==> config.mk <==
export PLATFORM = sky130hd
export DESIGN_NAME = score_display
export DESIGN_NICKNAME = d
export VERILOG_FILES = /design/src/rtl/doodle_pkg.sv /design/src/rtl/digit_glyph_rom.sv /design/src/rtl/score_display.sv
export SDC_FILE = /design/constraint.sdc
export NUM_CORES = 1
export LEC_CHECK = 0
export CAP_MARGIN = 5
export CORE_MARGIN = 3
export CORE_UTILIZATION = 45
export DETAILED_ROUTE_END_ITERATION = 7
export PLACE_DENSITY = 0.72
export SYNTH_ARGS = -nofsm -noshare
export SYNTH_HDL_FRONTEND = slang
export SYNTH_SLANG_ARGS = --single-unit
==> constraint.sdc <==
create_clock -name clk -period 2.8 [get_ports clk]
set_input_delay 0.42 -clock clk [delete_from_list [all_inputs] [get_ports clk]]
set_output_delay 0.42 -clock clk [all_outputs]
set_load 0.02 [all_outputs]
==> src/rtl/doodle_pkg.sv <==
// Shared types and game-state encodings for the doodle game-view renderers.
package doodle_pkg;

    localparam logic [1:0] GS_MENU = 2'd0;
    localparam logic [1:0] GS_PLAY = 2'd1;
    localparam logic [1:0] GS_OVER = 2'd2;

    // Glyph-local row/column coordinate width
    localparam int unsigned GLYPH_COORD_W = 6;

    typedef logic [2:0][3:0] rgb444_t;
    typedef logic [3:0]      bcd_digit_t;

endpackage

==> src/rtl/digit_glyph_rom.sv <==
// Seven-segment style digit glyphs, 13x12, white on transparent.
// Registered output; alpha also folds in the caller's visibility mask.
module digit_glyph_rom
    import doodle_pkg::*;
(
    input  logic                     clk,
    input  logic                     rst_n,
    input  bcd_digit_t               digit_i,
    input  logic [GLYPH_COORD_W-1:0] row_i,
    input  logic [GLYPH_COORD_W-1:0] col_i,
    input  logic                     visible_i,
    output rgb444_t                  color_o,
    output logic                     alpha_o
);

    localparam rgb444_t FG = {4'hF, 4'hF, 4'hF};

    rgb444_t color_q;
    logic    alpha_q;
    logic    lit_c;
    logic [6:0] seg_c;

    // Segment mask, bit 0 = a ... bit 6 = g; non-decimal codes are blank
    function automatic logic [6:0] seg_mask(input bcd_digit_t d);
        case (d)
            4'd0:    return 7'h3F;
            4'd1:    return 7'h06;
            4'd2:    return 7'h5B;
            4'd3:    return 7'h4F;
            4'd4:    return 7'h66;
            4'd5:    return 7'h6D;
            4'd6:    return 7'h7D;
            4'd7:    return 7'h07;
            4'd8:    return 7'h7F;
            4'd9:    return 7'h6F;
            default: return 7'h00;
        endcase
    endfunction

    function automatic logic in_rng(input logic [GLYPH_COORD_W-1:0] v,
                                    input int unsigned lo, input int unsigned hi);
        return (32'(v) >= lo) && (32'(v) <= hi);
    endfunction

    always_comb begin
        seg_c = seg_mask(digit_i);
        lit_c = (seg_c[0] && in_rng(row_i, 0, 1)   && in_rng(col_i, 2, 10))
             || (seg_c[1] && in_rng(row_i, 1, 5)   && in_rng(col_i, 11, 12))
             || (seg_c[2] && in_rng(row_i, 6, 10)  && in_rng(col_i, 11, 12))
             || (seg_c[3] && in_rng(row_i, 10, 11) && in_rng(col_i, 2, 10))
             || (seg_c[4] && in_rng(row_i, 6, 10)  && in_rng(col_i, 0, 1))
             || (seg_c[5] && in_rng(row_i, 1, 5)   && in_rng(col_i, 0, 1))
             || (seg_c[6] && in_rng(row_i, 5, 6)   && in_rng(col_i, 2, 10));
    end

    always_ff @(posedge clk) begin
        if (!rst_n) begin
            color_q <= '0;
            alpha_q <= 1'b1;
        end else begin
            color_q <= lit_c ? FG : '0;
            alpha_q <= ~(lit_c & visible_i);
        end
    end

    assign color_o = color_q;
    assign alpha_o = alpha_q;

endmodule

==> src/rtl/score_display.sv <==
// BCD score/best-score keeper with a 2-stage N-digit glyph overlay renderer.
// Digit hit detection compares against each digit's left edge; no divider.
module score_display
    import doodle_pkg::*;
#(
    parameter int unsigned NUM_DIGITS     = 4,
    parameter int unsigned LOCKOUT_FRAMES = 16,
    parameter int unsigned ORIGIN_X       = 266,
    parameter int unsigned ORIGIN_Y       = 22,
    parameter int unsigned DIGIT_WIDTH    = 13,
    parameter int unsigned DIGIT_HEIGHT   = 12,
    parameter int unsigned DIGIT_GAP      = 2,
    parameter int unsigned BLANK_LEADING  = 1
) (
    input  logic                    clk,
    input  logic                    rst_n,
    input  logic                    frame_tick,
    input  logic [1:0]              game_state,
    input  logic                    move_collision,
    input  logic                    show_best,
    input  logic [10:0]             beam_x,
    input  logic [9:0]              beam_y,
    output logic [4*NUM_DIGITS-1:0] score_bcd,
    output logic [4*NUM_DIGITS-1:0] best_bcd,
    output rgb444_t                 color,
    output logic                    is_transparent
);

    localparam int unsigned SCORE_W = 4 * NUM_DIGITS;
    localparam int unsigned LOCK_W  = $clog2(LOCKOUT_FRAMES);
    localparam int unsigned PITCH   = DIGIT_WIDTH + DIGIT_GAP;
    localparam logic [SCORE_W-1:0] ALL_NINES = {NUM_DIGITS{4'h9}};

    logic [1:0]         prev_state_q, prev_state_d, cur_state_c;
    logic [SCORE_W-1:0] score_q, score_d;
    logic [SCORE_W-1:0] best_q, best_d;
    logic [LOCK_W-1:0]  lock_q, lock_d;

    logic                     s1_valid_q, s1_hit_q, s1_blank_q;
    bcd_digit_t               s1_digit_q;
    logic [GLYPH_COORD_W-1:0] s1_row_q, s1_col_q;

    logic                     hit_c, blank_c;
    bcd_digit_t               digit_c;
    logic [GLYPH_COORD_W-1:0] row_c, col_c;
    logic [SCORE_W-1:0]       src_c;

    function automatic logic [SCORE_W-1:0] bcd_inc(input logic [SCORE_W-1:0] v);
        logic [SCORE_W-1:0] r;
        logic               carry;
        r     = v;
        carry = 1'b1;
        for (int unsigned i = 0; i < NUM_DIGITS; i++) begin
            if (carry) begin
                if (r[4*i +: 4] == 4'd9) begin
                    r[4*i +: 4] = 4'd0;
                end else begin
                    r[4*i +: 4] = r[4*i +: 4] + 4'd1;
                    carry       = 1'b0;
                end
            end
        end
        return r;
    endfunction

    // First differing digit from the MSD decides the magnitude
    function automatic logic bcd_gt(input logic [SCORE_W-1:0] a, input logic [SCORE_W-1:0] b);
        logic decided, gt;
        decided = 1'b0;
        gt      = 1'b0;
        for (int i = int'(NUM_DIGITS) - 1; i >= 0; i--) begin
            if (!decided && (a[4*i +: 4] != b[4*i +: 4])) begin
                decided = 1'b1;
                gt      = a[4*i +: 4] > b[4*i +: 4];
            end
        end
        return gt;
    endfunction

    assign cur_state_c = (game_state == 2'd3) ? GS_MENU : game_state;

    // Score, lockout and best-score next state
    always_comb begin
        prev_state_d = cur_state_c;
        score_d      = score_q;
        best_d       = best_q;
        lock_d       = lock_q;
        if (prev_state_q == GS_MENU && cur_state_c == GS_PLAY) begin
            score_d = '0;
            lock_d  = '0;
        end else if (cur_state_c == GS_PLAY && frame_tick) begin
            if (move_collision || lock_q != '0)
                lock_d = (lock_q == LOCK_W'(LOCKOUT_FRAMES - 1)) ? '0 : lock_q + LOCK_W'(1);
            if (move_collision && lock_q == '0 && score_q != ALL_NINES)
                score_d = bcd_inc(score_q);
            if (score_q == ALL_NINES)
                lock_d = '0;
        end
        if (prev_state_q == GS_PLAY && cur_state_c == GS_OVER && bcd_gt(score_q, best_q))
            best_d = score_q;
    end

    always_ff @(posedge clk) begin
        if (!rst_n) begin
            prev_state_q <= GS_MENU;
            score_q      <= '0;
            best_q       <= '0;
            lock_q       <= '0;
        end else begin
            prev_state_q <= prev_state_d;
            score_q      <= score_d;
            best_q       <= best_d;
            lock_q       <= lock_d;
        end
    end

    // Stage 1: locate the digit under the beam and its glyph coordinates
    always_comb begin
        int unsigned xk, bx, by;
        logic        zero_prefix, y_in;
        bcd_digit_t  d;
        src_c       = show_best ? best_q : score_q;
        bx          = 32'(beam_x);
        by          = 32'(beam_y);
        y_in        = (by >= ORIGIN_Y) && (by < ORIGIN_Y + DIGIT_HEIGHT);
        hit_c       = 1'b0;
        blank_c     = 1'b0;
        digit_c     = '0;
        col_c       = '0;
        row_c       = GLYPH_COORD_W'(by - ORIGIN_Y);
        zero_prefix = 1'b1;
        for (int unsigned k = 0; k < NUM_DIGITS; k++) begin
            xk          = ORIGIN_X + k * PITCH;
            d           = src_c[4*(NUM_DIGITS-1-k) +: 4];
            zero_prefix = zero_prefix && (d == 4'd0);
            if (bx >= xk && bx < xk + DIGIT_WIDTH) begin
                hit_c   = y_in;
                digit_c = d;
                col_c   = GLYPH_COORD_W'(bx - xk);
                blank_c = (BLANK_LEADING != 0) && zero_prefix && (k < NUM_DIGITS - 1);
            end
        end
    end

    always_ff @(posedge clk) begin
        if (!rst_n) begin
            s1_valid_q <= 1'b0;
            s1_hit_q   <= 1'b0;
            s1_blank_q <= 1'b0;
            s1_digit_q <= '0;
            s1_row_q   <= '0;
            s1_col_q   <= '0;
        end else begin
            s1_valid_q <= 1'b1;
            s1_hit_q   <= hit_c;
            s1_blank_q <= blank_c;
            s1_digit_q <= digit_c;
            s1_row_q   <= row_c;
            s1_col_q   <= col_c;
        end
    end

    // Stage 2: glyph lookup; ROM registers form the output stage
    digit_glyph_rom u_rom (
        .clk       (clk),
        .rst_n     (rst_n),
        .digit_i   (s1_digit_q),
        .row_i     (s1_row_q),
        .col_i     (s1_col_q),
        .visible_i (s1_valid_q & s1_hit_q & ~s1_blank_q),
        .color_o   (color),
        .alpha_o   (is_transparent)
    );

    assign score_bcd = score_q;
    assign best_bcd  = best_q;

endmodule

Word level (Yosys, flattened, before mapping)
Memory sizes are Yosys's and may differ from the RTL's. A register that Yosys moved wholly into a read port is not among the register bits.
Index checks and enable logic that the tools add are counted.
{ "word_totals": {"elab_cells": 184, "output_inout_bits": 45, "in_bits": 28, "mem_count": 1, "mem_bits_ro": 112, "register_bits": 66} }
{ "memory_table": {"columns": ["memory", "words", "word_bits", "rd", "rd_ports_with_merged_regs", "write_ports", "line_no", "rtl"], "rows": [
  ["(no name shown)", 16, 7, 1, 1, 0, "digit_glyph_rom.sv:25", "case (d)"]
]} }
{ "op_classes": {"magnitude_cmp": 28, "n_eq_ne": 15, "n_reduce_logical": 60, "bitwise_logic": 6, "mux": 48, "add_sub_neg": 10} }
{ "op_table": {"columns": ["op", "n"], "rows": [
  ["$mux W4", 12],
  ["$ge A11 B9 Y1 const B", 4],
  ["$lt A11 B9 Y1 const B", 4],
  ["$logic_and A1 B1 Y1", 36],
  ["$mux W1", 29],
  ["$le A6 B4 Y1 const B", 4],
  ["$mux W6", 4],
  ["$add A4 B1 Y4 const B", 5],
  ["$eq A4 B4 Y1 const B", 5],
  ["$eq A16 B16 Y1 const B", 1],
  ["$gt A4 B4 Y1", 4],
  ["$logic_not A4 Y1", 4],
  ["$mux W16", 1],
  ["$ne A16 B16 Y1 const B", 1],
  ["$ne A4 B4 Y1", 4],
  ["$ge A6 B3 Y1 const B", 2],
  ["$ge A6 B4 Y1 const B", 2],
  ["$le A6 B1 Y1 const B", 2],
  ["$le A6 B3 Y1 const B", 2],
  ["$mux W12", 1],
  ["$sub A6 B5 Y6 const B", 2],
  ["$sub A6 B6 Y6 const B", 2],
  ["$ge A10 B5 Y1 const B", 1],
  ["$lt A10 B6 Y1 const B", 1],
  ["16 further kinds", 34]
]} }

Logic depth before layout (Yosys ltp)
{ "logic_depth": {"word_depth": 15, "depth_mapped": 15, "ltp_nobuf": 14} }

Modules after synthesis
A second synthesis with hierarchy kept.
{ "unflattened": {"cells_unflattened": 599, "area_unflattened_um2": 4854.7} }
{ "modules_own_cells": {"columns": ["mod", "area_per_inst_um2", "seq_area_each_um2", "n_inst", "cells_per_inst"], "rows": [
  ["score_display", 4329.2, 1141.1, 1, 529],
  ["digit_glyph_rom", 525.5, 40.0, 1, 70]
]} }

Worst setup path after synthesis
Ideal clock, no wire load.
{ "synth_timing": {"kind": "input-to-reg", "start": "input port beam_x[1]", "end": "register u_rom.seg_c[3] (netlist name)", "t_arrival_ps": 2563, "path_buffers": 1, "stages": 14, "setup_time_ps": 125, "path_slack_ps": 112, "required_time_ps": 2675, "cell_sequence": "inv_1 > ha_1 > nand2_2 > a21boi_2 > o311a_1 > buf_2 > nor2_2 > a221oi_1 > a211o_1 > o21ai_0 > nand2_1 > ha_1 > inv_1 > o21ai_0"} }
{ "synth_between": {"elab_chain_len": 7, "elab_cells_between_ends": 17, "classes_between": "order compare (8); mux (5); reduce/logical (4)"} }
{ "synth_rtl": {"columns": ["element", "line_no", "rtl"], "rows": [
  ["from (decl)", "score_display.sv:21", "input logic [10:0] beam_x,"],
  ["$ge A11 B9 Y1 / $lt A11 B9 Y1 (equally long branches)", "score_display.sv:136", "if (bx >= xk && bx < xk + DIGIT_WIDTH) begin"],
  ["$logic_and A1 B1 Y1", "score_display.sv:136", null],
  ["$mux W4 (3 in a row)", "score_display.sv:136", null],
  ["$mux W4 *", "score_display.sv:136", null],
  ["$mux W4 (no line) *", null, null]
]} }
Mark *: on every way between the ends. The rest lies on a longest branch, timed or not.
A chain may end at the register's enable or synchronous reset.

Worst setup path in the final report
{ "layout_timing": {"start": "input port beam_x[4]", "end": "register u_rom.seg_c[3] (netlist name)"} }
{ "layout_between": {"elab_chain_len": 7, "elab_cells_between_ends": 17, "classes_between": "order compare (8); mux (5); reduce/logical (4)"} }
{ "layout_rtl": {"columns": ["element", "line_no"], "rows": [
  ["$ge A11 B9 Y1 / $lt A11 B9 Y1 (equally long branches)", "score_display.sv:136"],
  ["$logic_and A1 B1 Y1", "score_display.sv:136"],
  ["$mux W4 (3 in a row)", "score_display.sv:136"],
  ["$mux W4 *", "score_display.sv:136"],
  ["$mux W4 (no line) *", null]
]} }
Marks and branches as above.

==> metrics.csv <==
metric,value,unit
DR top layer,met4,
Finished Cell Area,5820,sq um
DRT Pass-1 Iters,5,
Final #Nets,710,
clock latency on the worst-skew pair,0.34,ns
Least-Margin Pin Slew,0.572,ns
Residual DRC,0,
first-pass GRT wire length,19900,microns
final hold vios,0,
fin crit period,2.65,ns
"Avg Cell Area, Syn",8.26,sq um
hold depth,1,
Metal-1 WL,5060,microns
max_slew headroom,0.619,
hold_sp,s1_valid_q$_DFF_P_,
Synthesis Warnings,0,
Crit. End Element,register,
Critical Path Source Type,input pin,
Clock Path Buffers,2,
gpl congestion,0.874,
worst r2r dst,best_bcd[0]$_SDFFE_PN0P_,
initial antenna violation count,0,
status,"finished, final reports clean",
Worst Setup Path Type,in2reg,
flop-to-flop setup slack,0.30,ns
Pwr per Cell Area,327,nW/um^2
ys async rst share,0,
"Top FF cell, synth",dfxtp_1,
n_diodes,0,
layout cell share with drive strength beyond 1,0.173,
initial core utilization,0.466,
min-delay worst type,reg2reg,
"antenna viol nets, final",0,
Hold Path End,u_rom.alpha_o$_SDFF_PN1_,
number of port buffers,72,
initial drt markers,230,
mux share of post-synthesis cell area,0.0690,
Vias/cell,5.47,
largest net degree at the start of global routing,45,
# IOs,73,
number of synthesized flops with an enable pin,0,
setup tns final,0,ns
Critical Path Source,beam_x[4],
drt wl/cell,15.0,microns
Final Slew Violations,0,
die area,10900,sq um
Design Power,1900,uW
Row Count,35,
CP required,3.02,ns
hold_ws,0.394,ns
Achievable Freq,377,MHz
Tcrit/Tclk final,0.946,
H-tree depth,3,
CTS tree,built,
Synth cell types,70,
Post-Synth Simple-Gate Area,0.230,
Horiz. Die Dim,104,microns
Post-Synth Adder-Cell Area,0.109,
critical path peak fanout,6,
met3 WL,485,microns
max_cap viols,0,
cts bufs inserted,9,
post-synthesis xor/xnor area fraction,0.0403,
"Reg clk slew, reported paths",0.07,ns
vias in the first global route,4230,
multi-input logic area,2910,sq um
main combinational cell family by area after synthesis,simple AND/OR/NAND/NOR gates,
static leakage,0.00222,uW
worst r2r path cells,9,
VDD IR max,240,uV
sequential-to-total area share from yosys stat,0.285,
GRT Total Usage,0.218,
RSZ-0062 raised after global routing,false,
Final Setup Violations,0,
Area Overhead vs Synth,33.9,%
post-synthesis instance total,527,
Mapped Nets,593,
clock root cell,clkbuf_8,
RR Startpoint,score_bcd[8]$_SDFFE_PP0P_,
Routed Wire Length,11600,microns
Mapped Area,4350,sq um
grt ovf,0,
FF+latch area,1240,sq um
die height,104,microns
number of synthesized register bits,62,
Post-DP HPWL,8640,microns
post-placement cell area,5530,sq um
Core Area,9330,sq um
Via Count,4251,
total length of routed met2 wires,5860,microns
Layout fillers,833,
Critical Path AT,2.87,ns
Layout Skew,0.0108,ns
CTS sink count,62,
compound-gate portion of the synthesized area,0.195,
## layout make-up
| class | instances | share of cell area |
|---|---|---|
| multi-input cells | 399 | 0.500 |
| flip-flops and latches | 62 | 0.213 |
| repair buffers | 137 | 0.210 |
| well taps | 129 | 0.0277 |
| inverters | 35 | 0.0226 |
| clock buffers | 10 | 0.0219 |
| clock inverters | 5 | 0.00473 |
## timing repair
action,CTS,global route
buffers inserted,5,0
setup endpoints to repair,6,7
gates resized for setup,18,8
hold endpoints to repair,0,0
pin swaps,8,5
hold buffers,0,0
## through the flow
stage / instances / util / setup WS, ns
after floorplan: 527 / - / 0.112
after global placement: 757 / 0.593 / -0.448
after detailed placement: 757 / 0.593 / -0.476
after CTS: 777 / 0.621 / 0.00524
after global routing: 777 / 0.624 / 0.0111
final: 777 / 0.624 / 0.150
## kinds of logic after synthesis
| kind of cell | Yosys count |
|---|---|
| simple gates | 190 |
| compound gates | 121 |
| buf+inv | 66 |
| flops | 62 |
| fa+ha+maj | 38 |
| mux | 30 |
| xor+xnor | 20 |
## layer usage
layer,vias to the layer above,GRT usage
met5,-,0
li1,2107,-
met3,22,0.0385
met1,2018,0.263
met4,0,0.0703
met2,104,0.389
## registers in the layout, indices dropped and copies added (netlist names), 2 cells and up
name / count
best_bcd: 16
score_bcd: 16
u_rom.seg_c: 7
s1_col_q: 6
s1_row_q: 6
lock_q: 4
prev_state_q: 2
## cell usage in the layout (no fill, tap or decap), types with 6 or more instances in the layout
cell type and n:
a211oi_1 8, a21o_1 6, a21oi_1 35, and3_1 7, buf_4 64, clkbuf_8 9
clkdlybuf4s50_1 67, dfxtp_1 62, ha_1 35, inv_1 31, mux2i_1 30, nand2_1 60
nand3_1 9, nand4_1 7, nor2_1 38, nor2b_1 11, nor3_1 11, nor4_1 6
o21ai_0 27, xnor2_1 12, xor2_1 8
## where the power goes
| group | internal, uW | total [uW] | switching (uW) |
|---|---|---|---|
| Sequential | 897 | 913 | 16.0 |
| Combinational | 170 | 337 | 167 |
| Clock | 310 | 654 | 344 |
## worst max-delay path by stage
stage / to
2_1_floorplan: u_rom.seg_c[3]$_DFF_P_
3_3_place_gp: u_rom.seg_c[0]$_DFF_P_
3_5_place_dp: u_rom.seg_c[5]$_DFF_P_
4_1_cts: u_rom.seg_c[3]$_DFF_P_
5_1_grt: u_rom.seg_c[0]$_DFF_P_
6_report: u_rom.seg_c[3]$_DFF_P_
## critical path, stage by stage
cell,delay [ns]
dlygate4sd2_1,0.27
buf_4,0.15
ha_1,0.20
buf_4,0.17
nand3_1,0.08
a21oi_1,0.06
o31a_1,0.30
and2_4,0.21
o41a_1,0.47
inv_2,0.12
ha_1,0.15
nor2b_1,0.05
o21ai_1,0.12
o21ai_0,0.09
## cells in the mapped netlist, types with 2 or more instances
cell,count,share of area
a211o_1,3,0.0060
a211oi_1,8,0.014
a21o_1,7,0.012
a21oi_1,35,0.040
a221oi_1,4,0.0081
a22o_1,2,0.0040
a31oi_1,6,0.0086
and2_1,6,0.0086
and3_1,7,0.010
buf_2,4,0.0046
buf_4,12,0.021
clkbuf_1,12,0.010
dfxtp_1,62,0.29
ha_1,38,0.11
inv_1,34,0.029
mux2i_1,30,0.069
nand2_1,60,0.052
nand2b_1,6,0.0086
nand3_1,9,0.010
nand3b_1,4,0.0069
nand4_1,7,0.010
nand4b_1,3,0.0060
nor2_1,38,0.033
nor2b_1,11,0.016
nor3_1,12,0.014
nor3b_1,3,0.0052
nor4_1,6,0.0086
nor4b_1,2,0.0040
nor4bb_1,2,0.0046
o21ai_0,27,0.031
o21ai_1,2,0.0023
o221a_2,2,0.0052
o22ai_1,2,0.0029
o31ai_1,2,0.0035
o41a_1,3,0.0078
o41ai_1,3,0.0060
or3_1,2,0.0029
xnor2_1,12,0.024
xor2_1,8,0.016
(Power assumes the default switching activity.)
